[config.mk]
export PLATFORM = sky130hd
export DESIGN_NAME = bitfield_shift_unit
export DESIGN_NICKNAME = d
export VERILOG_FILES = /design/src/rtl/bsu_pkg.sv /design/src/rtl/bsu_step_shifter.sv /design/src/rtl/bitfield_shift_unit.sv
export SDC_FILE = /design/constraint.sdc
export NUM_CORES = 1
export LEC_CHECK = 0
export BUFFER_PORTS_ARGS = -buffer_cell sky130_fd_sc_hd__buf_2
export CAP_MARGIN = 20
export CORE_ASPECT_RATIO = 0.5
export CORE_MARGIN = 1.5
export CORE_UTILIZATION = 30
export DETAILED_ROUTE_END_ITERATION = 16
export SLEW_MARGIN = 10
export SYNTH_ARGS = -nofsm -noshare
export SYNTH_HDL_FRONTEND = slang
export SYNTH_SLANG_ARGS = --single-unit
[constraint.sdc]
create_clock -name i_clk -period 4.7 [get_ports i_clk]
set_input_delay 0 -clock i_clk [delete_from_list [all_inputs] [get_ports i_clk]]
set_output_delay 0 -clock i_clk [all_outputs]
set_load 0.05 [all_outputs]
[src/rtl/bsu_pkg.sv]
// rtl/bsu_pkg.sv - shared encodings for the bitfield shift unit
package bsu_pkg;

  typedef enum logic [1:0] {
    OP_SHL = 2'b00,
    OP_SHR = 2'b01,
    OP_ASR = 2'b10,
    OP_BFE = 2'b11
  } bsu_op_e;

  typedef enum logic [1:0] {
    ST_IDLE  = 2'b00,
    ST_LEFT  = 2'b01,
    ST_RIGHT = 2'b10,
    ST_DONE  = 2'b11
  } bsu_state_e;

  // Right fill comes from the current msb for arithmetic-style right shifts.
  function automatic logic sign_fill_op(input bsu_op_e op, input logic signed_bfe);
    return (op == OP_ASR) || ((op == OP_BFE) && signed_bfe);
  endfunction

endpackage

[src/rtl/bsu_step_shifter.sv]
// rtl/bsu_step_shifter.sv - combinational shift of up to STEP bits with fill and carry-out
module bsu_step_shifter #(
  parameter int DATA_W = 16,
  parameter int AMT_W  = 5
) (
  input  logic [DATA_W-1:0] i_data,
  input  logic [AMT_W-1:0]  i_amt,
  input  logic              i_left,
  input  logic              i_fill,
  output logic [DATA_W-1:0] o_data,
  output logic              o_carry
);

  localparam logic [AMT_W-1:0]  W_C    = AMT_W'(DATA_W);
  localparam logic [AMT_W-1:0]  ONE_C  = AMT_W'(1);
  localparam logic [DATA_W-1:0] ONES_C = '1;

  logic [DATA_W-1:0] w_fill_mask;
  logic [DATA_W-1:0] w_probe;

  // w_probe brings the last bit leaving the word down to bit 0.
  always_comb begin
    w_fill_mask = ~(ONES_C >> i_amt);
    if (i_left) begin
      o_data  = i_data << i_amt;
      w_probe = i_data >> (W_C - i_amt);
    end else begin
      o_data  = (i_data >> i_amt) | (i_fill ? w_fill_mask : '0);
      w_probe = i_data >> (i_amt - ONE_C);
    end
    o_carry = (i_amt != '0) && w_probe[0];
  end

endmodule

[src/rtl/bitfield_shift_unit.sv]
// rtl/bitfield_shift_unit.sv - multi-cycle SHL/SHR/ASR/BFE unit with valid/ready handshakes
// BSU_SIGNED_BFE_EN: when defined, BFE results are sign-extended from the field msb.
module bitfield_shift_unit #(
  parameter int DATA_W = 16,
  parameter int STEP   = 4
) (
  input  logic                       i_clk,
  input  logic                       i_rst_n,
  input  logic                       i_in_valid,
  output logic                       o_in_ready,
  input  logic [1:0]                 i_op,
  input  logic [DATA_W-1:0]          i_src,
  input  logic [$clog2(DATA_W)-1:0]  i_field_hi,
  input  logic [$clog2(DATA_W)-1:0]  i_field_lo,
  output logic                       o_out_valid,
  input  logic                       i_out_ready,
  output logic [DATA_W-1:0]          o_result,
  output logic                       o_carry,
  output logic                       o_zero,
  output logic                       o_err
);

  import bsu_pkg::*;

  localparam int SHAMT_W = $clog2(DATA_W);
  localparam int AMT_W   = SHAMT_W + 1;
  localparam logic [AMT_W-1:0] STEP_C = AMT_W'(STEP);
  localparam logic [AMT_W-1:0] WM1_C  = AMT_W'(DATA_W - 1);

`ifdef BSU_SIGNED_BFE_EN
  localparam logic SIGNED_BFE = 1'b1;
`else
  localparam logic SIGNED_BFE = 1'b0;
`endif

  bsu_state_e        r_state;
  bsu_op_e           r_op;
  logic [DATA_W-1:0] r_data;
  logic [AMT_W-1:0]  r_lcnt;
  logic [AMT_W-1:0]  r_rcnt;
  logic              r_carry;
  logic              r_err;

  bsu_op_e           w_op_in;
  logic [AMT_W-1:0]  w_acc_l;
  logic [AMT_W-1:0]  w_acc_r;
  logic              w_bfe_err;
  logic              w_in_left;
  logic [AMT_W-1:0]  w_rem;
  logic [AMT_W-1:0]  w_amt;
  logic              w_fill;
  logic [DATA_W-1:0] w_sh_data;
  logic              w_sh_carry;

  // BFE moves the field msb up to the word msb, then right-aligns the field lsb.
  always_comb begin
    w_op_in   = bsu_op_e'(i_op);
    w_acc_l   = '0;
    w_acc_r   = '0;
    w_bfe_err = 1'b0;
    case (w_op_in)
      OP_SHL: w_acc_l = {1'b0, i_field_lo};
      OP_SHR,
      OP_ASR: w_acc_r = {1'b0, i_field_lo};
      default: begin
        w_acc_l   = WM1_C - {1'b0, i_field_hi};
        w_acc_r   = w_acc_l + {1'b0, i_field_lo};
        w_bfe_err = (i_field_hi < i_field_lo);
      end
    endcase
  end

  always_comb begin
    w_in_left = (r_state == ST_LEFT);
    w_rem     = w_in_left ? r_lcnt : r_rcnt;
    w_amt     = (w_rem > STEP_C) ? STEP_C : w_rem;
    w_fill    = sign_fill_op(r_op, SIGNED_BFE) && r_data[DATA_W-1];
  end

  bsu_step_shifter #(
    .DATA_W (DATA_W),
    .AMT_W  (AMT_W)
  ) u_step_shifter (
    .i_data  (r_data),
    .i_amt   (w_amt),
    .i_left  (w_in_left),
    .i_fill  (w_fill),
    .o_data  (w_sh_data),
    .o_carry (w_sh_carry)
  );

  always_ff @(posedge i_clk or negedge i_rst_n) begin
    if (!i_rst_n) begin
      r_state <= ST_IDLE;
      r_op    <= OP_SHL;
      r_data  <= '0;
      r_lcnt  <= '0;
      r_rcnt  <= '0;
      r_carry <= 1'b0;
      r_err   <= 1'b0;
    end else begin
      case (r_state)
        ST_IDLE: begin
          if (i_in_valid) begin
            r_op    <= w_op_in;
            r_carry <= 1'b0;
            r_err   <= w_bfe_err;
            if (w_bfe_err) begin
              r_data  <= '0;
              r_lcnt  <= '0;
              r_rcnt  <= '0;
              r_state <= ST_DONE;
            end else begin
              r_data <= i_src;
              r_lcnt <= w_acc_l;
              r_rcnt <= w_acc_r;
              if (w_acc_l != '0)      r_state <= ST_LEFT;
              else if (w_acc_r != '0) r_state <= ST_RIGHT;
              else                    r_state <= ST_DONE;
            end
          end
        end
        ST_LEFT: begin
          r_data  <= w_sh_data;
          r_lcnt  <= r_lcnt - w_amt;
          r_carry <= (r_op != OP_BFE) && w_sh_carry;
          if (r_lcnt == w_amt) begin
            r_state <= (r_rcnt != '0) ? ST_RIGHT : ST_DONE;
          end
        end
        ST_RIGHT: begin
          r_data  <= w_sh_data;
          r_rcnt  <= r_rcnt - w_amt;
          r_carry <= (r_op != OP_BFE) && w_sh_carry;
          if (r_rcnt == w_amt) begin
            r_state <= ST_DONE;
          end
        end
        default: begin
          if (i_out_ready) begin
            r_state <= ST_IDLE;
          end
        end
      endcase
    end
  end

  assign o_in_ready  = (r_state == ST_IDLE);
  assign o_out_valid = (r_state == ST_DONE);
  assign o_result    = r_data;
  assign o_carry     = r_carry;
  assign o_zero      = (r_state == ST_DONE) && (r_data == '0);
  assign o_err       = r_err;

endmodule

==> qor.json <==
{
  "run_status": "completed",
  "first_pass_iters": 5,
  "maxCapViolCount": 0,
  "timing.critical_path.buf_inv": 2,
  "antenna_found_initial": 0,
  "detailroute.via_count": 3955,
  "r2r_cells": 12,
  "grt_max_degree": 34,
  "timing.critical_path.cells": "inv_1 -> ha_1 -> or3b_1 -> a21boi_2 -> buf_4 -> nand2_2 -> ha_1 -> mux4_2 -> nor2_1 -> a2111oi_2 -> nor4b_2 -> o41ai_2",
  "worst_clock_skew_ns": 0.00911,
  "part_of_the_cycle_the_worst_path_needs_pct": 80.9,
  "path_common_cell": "sky130_fd_sc_hd__ha_1",
  "cts_root_buffer": "sky130_fd_sc_hd__clkbuf_16",
  "post_synth_inst_count": 493,
  "cts_hold_repair.buffers": 3,
  "yosysMostFrequentCell": "sky130_fd_sc_hd__nand2_1",
  "drt_wl_total_mm": 12.4,
  "r2r_setup_slack_ns": 0.90,
  "f_max_ghz": 0.263,
  "synth-edff-count": 0,
  "synth_top_area_cell": "sky130_fd_sc_hd__dfrtp_1",
  "die_area_sq_mm": 0.0138,
  "cp_top_family": "adder cells",
  "required_time_of_the_critical_path_ns": 4.89,
  "synth.top_cells.by_area": "sky130_fd_sc_hd__dfrtp_1, sky130_fd_sc_hd__ha_1, sky130_fd_sc_hd__mux2i_1",
  "ctsLongestPathBuffers": 2,
  "groute.usage.overall_pct": 18.4,
  "synth_top_flop_cell": "sky130_fd_sc_hd__dfrtp_1",
  "synth.top_cells.by_count": "sky130_fd_sc_hd__nand2_1, sky130_fd_sc_hd__a21oi_1, sky130_fd_sc_hd__nor2_1",
  "timing.critical_path.slowest_cell_delay_ns": 0.60,
  "critPathArrivalTime_ns": 3.99,
  "drc": 0,
  "num_antenna_cells": 0,
  "global_route_total_overflow": 0,
  "drtAntennaViolNets": 0,
  "routed_wire_length_per_instance_um": 17.8,
  "drv_slew": 0,
  "rows": 29,
  "tritoncts": "yes",
  "nNetsFinal": 584,
  "clock_sinks": 32,
  "cts_bufs_inserted": 5,
  "hold-path-endpoint": "o_result[11]",
  "cp_slowest_cell": "sky130_fd_sc_hd__ha_1",
  "cts_htree_levels": 2,
  "worstSetupPathType": "reg2reg",
  "syn_area_per_cell_sq_um": 7.93,
  "grt_setup_unrepaired": "false",
  "viasPerCell": 5.71,
  "final_period_minus_worst_setup_slack_ns": 3.80,
  "yosys_register_bits": 32,
  "met3_length_um": 810,
  "hpwlAfterDp_mm": 8.84,
  "hold_violations": 0,
  "coreArea_sq_mm": 0.0127,
  "worstHoldStart": "i_src[11]",
  "post-place-ws_ns": 0.945,
  "top_signal_layer_used": "met4",
  "max_slew_margin_pct": 38.3,
  "worst_r2r_endpoint": "o_carry",
  "chipHeight_um": 83.7,
  "ioPinCount": 51,
  "routabilityCongestion": 0.885,
  "post-cts-setup-buffer-count": 0,
  "die_w_um": 164,
  "finalSetupViolations": 0,
  "worstSetupEndpointType": "flip-flop",
  "first_global_vias": 3887,
  "worstHoldPathCells": 3,
  "synth-async-reset-ratio_pct": 100,
  "start_util_pct": 30.8,
  "start_kind": "flip-flop",
  "yosys.area.top_type_share_pct": 20.5,
  "cts.reportedPaths.clkPinSlew_ns": 0.06,
  "synthesis.area_sq_mm": 0.00391,
  "num-fill-cells": 1342,
  "post_route_cells_drive_above_1_share_pct": 17.4,
  "met2RoutedLength_mm": 5.54,
  "synth-seq-area-share_pct": 20.5,
  "worstHoldPathType": "in2reg",
  "critPathLaunch": "r_state[1]",
  "resize_count_post_cts": 0,
  "crit-reg2reg-launch": "r_state[1]",
  "detailedRoute.firstIterationViolations": 379,
  "yosysWarnings": 0,
  "grt_pass1_wl_mm": 20.1,
  "layout-area-overhead-vs-synth_pct": 13.1,
  "finalSetupTns_ns": 0,
  "worst_path_maximum_fanout": 13,
  "post_synth_num_cell_types": 74,
  "setup_ws_ns": 0.898,
  "wl_met1_mm": 5.56,
  "port-buffer-count": 50,
  "clock_insertion_delay_worst_skew_ns": 0.29,
  "tightest_slew_ns": 0.921
}
[through the flow]
step | cells | utilization [%] | area (sq um) | hold slack (ns)
floorplan | 495 | - | 3920 | -0.296
global placement | 682 | 33.4 | 4250 | 0.138
detailed placement | 682 | 33.4 | 4250 | 0.145
CTS | 693 | 34.8 | 4420 | 0.00547
global route | 693 | 34.8 | 4420 | 0.0213
finish | 693 | 34.8 | 4420 | 0.00303
[logic make-up after synthesis]
group / synth area share, %
AND/OR/NAND/NOR: 18.2
other: 0.0959
XOR/XNOR: 1.79
adder cells (fa/ha/maj): 10.8
flip-flops: 20.5
multiplexers: 14.0
buffers and inverters: 7.29
AO/OA/AOI/OAI: 27.3
[routing by layer]
metal | track usage, % | vias up
li1 | - | 1870
met1 | 24.4 | 1885
met2 | 28.9 | 168
met3 | 3.38 | 32
met4 | 8.93 | 0
met5 | 0 | -
[layout make-up]
cell class	count	area, sq um	area share [%]
tap	170	213	4.81
sequential	32	801	18.1
inverter	25	98.8	2.23
multi-input combinational	398	2830	64.0
timing repair buffer	60	333	7.52
clock buffer	8	146	3.31
[sequential cells by signal, summed over array words and instances (netlist names)]
| name | flops |
|---|---|
| o_carry | 1 |
| o_err | 1 |
| o_result | 16 |
| r_lcnt | 5 |
| r_op | 2 |
| r_rcnt | 5 |
| r_state | 2 |
[placed cells by master (no fill, tap or decap), types with 3 or more instances in the layout]
cell                             n
sky130_fd_sc_hd__a31oi_1         9
sky130_fd_sc_hd__mux2i_1        28
sky130_fd_sc_hd__a211oi_1       10
sky130_fd_sc_hd__xor2_1          3
sky130_fd_sc_hd__a21oi_1        55
sky130_fd_sc_hd__nand3_1         7
sky130_fd_sc_hd__conb_1          3
sky130_fd_sc_hd__ha_1           29
sky130_fd_sc_hd__and3_1          4
sky130_fd_sc_hd__nor4_1          5
sky130_fd_sc_hd__nor2b_1         4
sky130_fd_sc_hd__fa_1            3
sky130_fd_sc_hd__dfrtp_1        32
sky130_fd_sc_hd__o21ai_1         4
sky130_fd_sc_hd__inv_1          22
sky130_fd_sc_hd__clkbuf_16       5
sky130_fd_sc_hd__dlygate4sd3_1   3
sky130_fd_sc_hd__o211ai_1        3
sky130_fd_sc_hd__nor3_1          8
sky130_fd_sc_hd__a21boi_0        3
sky130_fd_sc_hd__o221ai_1        3
sky130_fd_sc_hd__buf_2          50
sky130_fd_sc_hd__a21o_1          8
sky130_fd_sc_hd__nand2_1        65
sky130_fd_sc_hd__buf_4           7
sky130_fd_sc_hd__a311oi_1        3
sky130_fd_sc_hd__mux4_2          6
sky130_fd_sc_hd__mux2_2          6
sky130_fd_sc_hd__o31ai_1         7
sky130_fd_sc_hd__nor2_1         33
sky130_fd_sc_hd__xnor2_1         5
sky130_fd_sc_hd__nand4_1         3
sky130_fd_sc_hd__and2_1          4
sky130_fd_sc_hd__o21ai_0        25
sky130_fd_sc_hd__a221oi_1        4
[how the worst max path moves through the flow]
stage,endpoint,depth (start not counted)
final,o_carry,12
after global routing,o_carry,12
after CTS,o_carry,12
after detailed placement,o_carry,12
after global placement,o_carry,12
after floorplan,o_carry,13
[worst register-to-register path, cell delays in order (launching register included)]
cell                        delay, ns
sky130_fd_sc_hd__dfrtp_1         0.43
sky130_fd_sc_hd__inv_1           0.12
sky130_fd_sc_hd__ha_1            0.32
sky130_fd_sc_hd__or3b_1          0.46
sky130_fd_sc_hd__a21boi_2        0.29
sky130_fd_sc_hd__buf_4           0.25
sky130_fd_sc_hd__nand2_2         0.22
sky130_fd_sc_hd__ha_1            0.60
sky130_fd_sc_hd__mux4_2          0.26
sky130_fd_sc_hd__nor2_1          0.05
sky130_fd_sc_hd__a2111oi_2       0.40
sky130_fd_sc_hd__nor4b_2         0.10
sky130_fd_sc_hd__o41ai_2         0.20
Power is not shown: default switching activity piles up to over one toggle a cycle in this logic, so the estimate is an artifact.
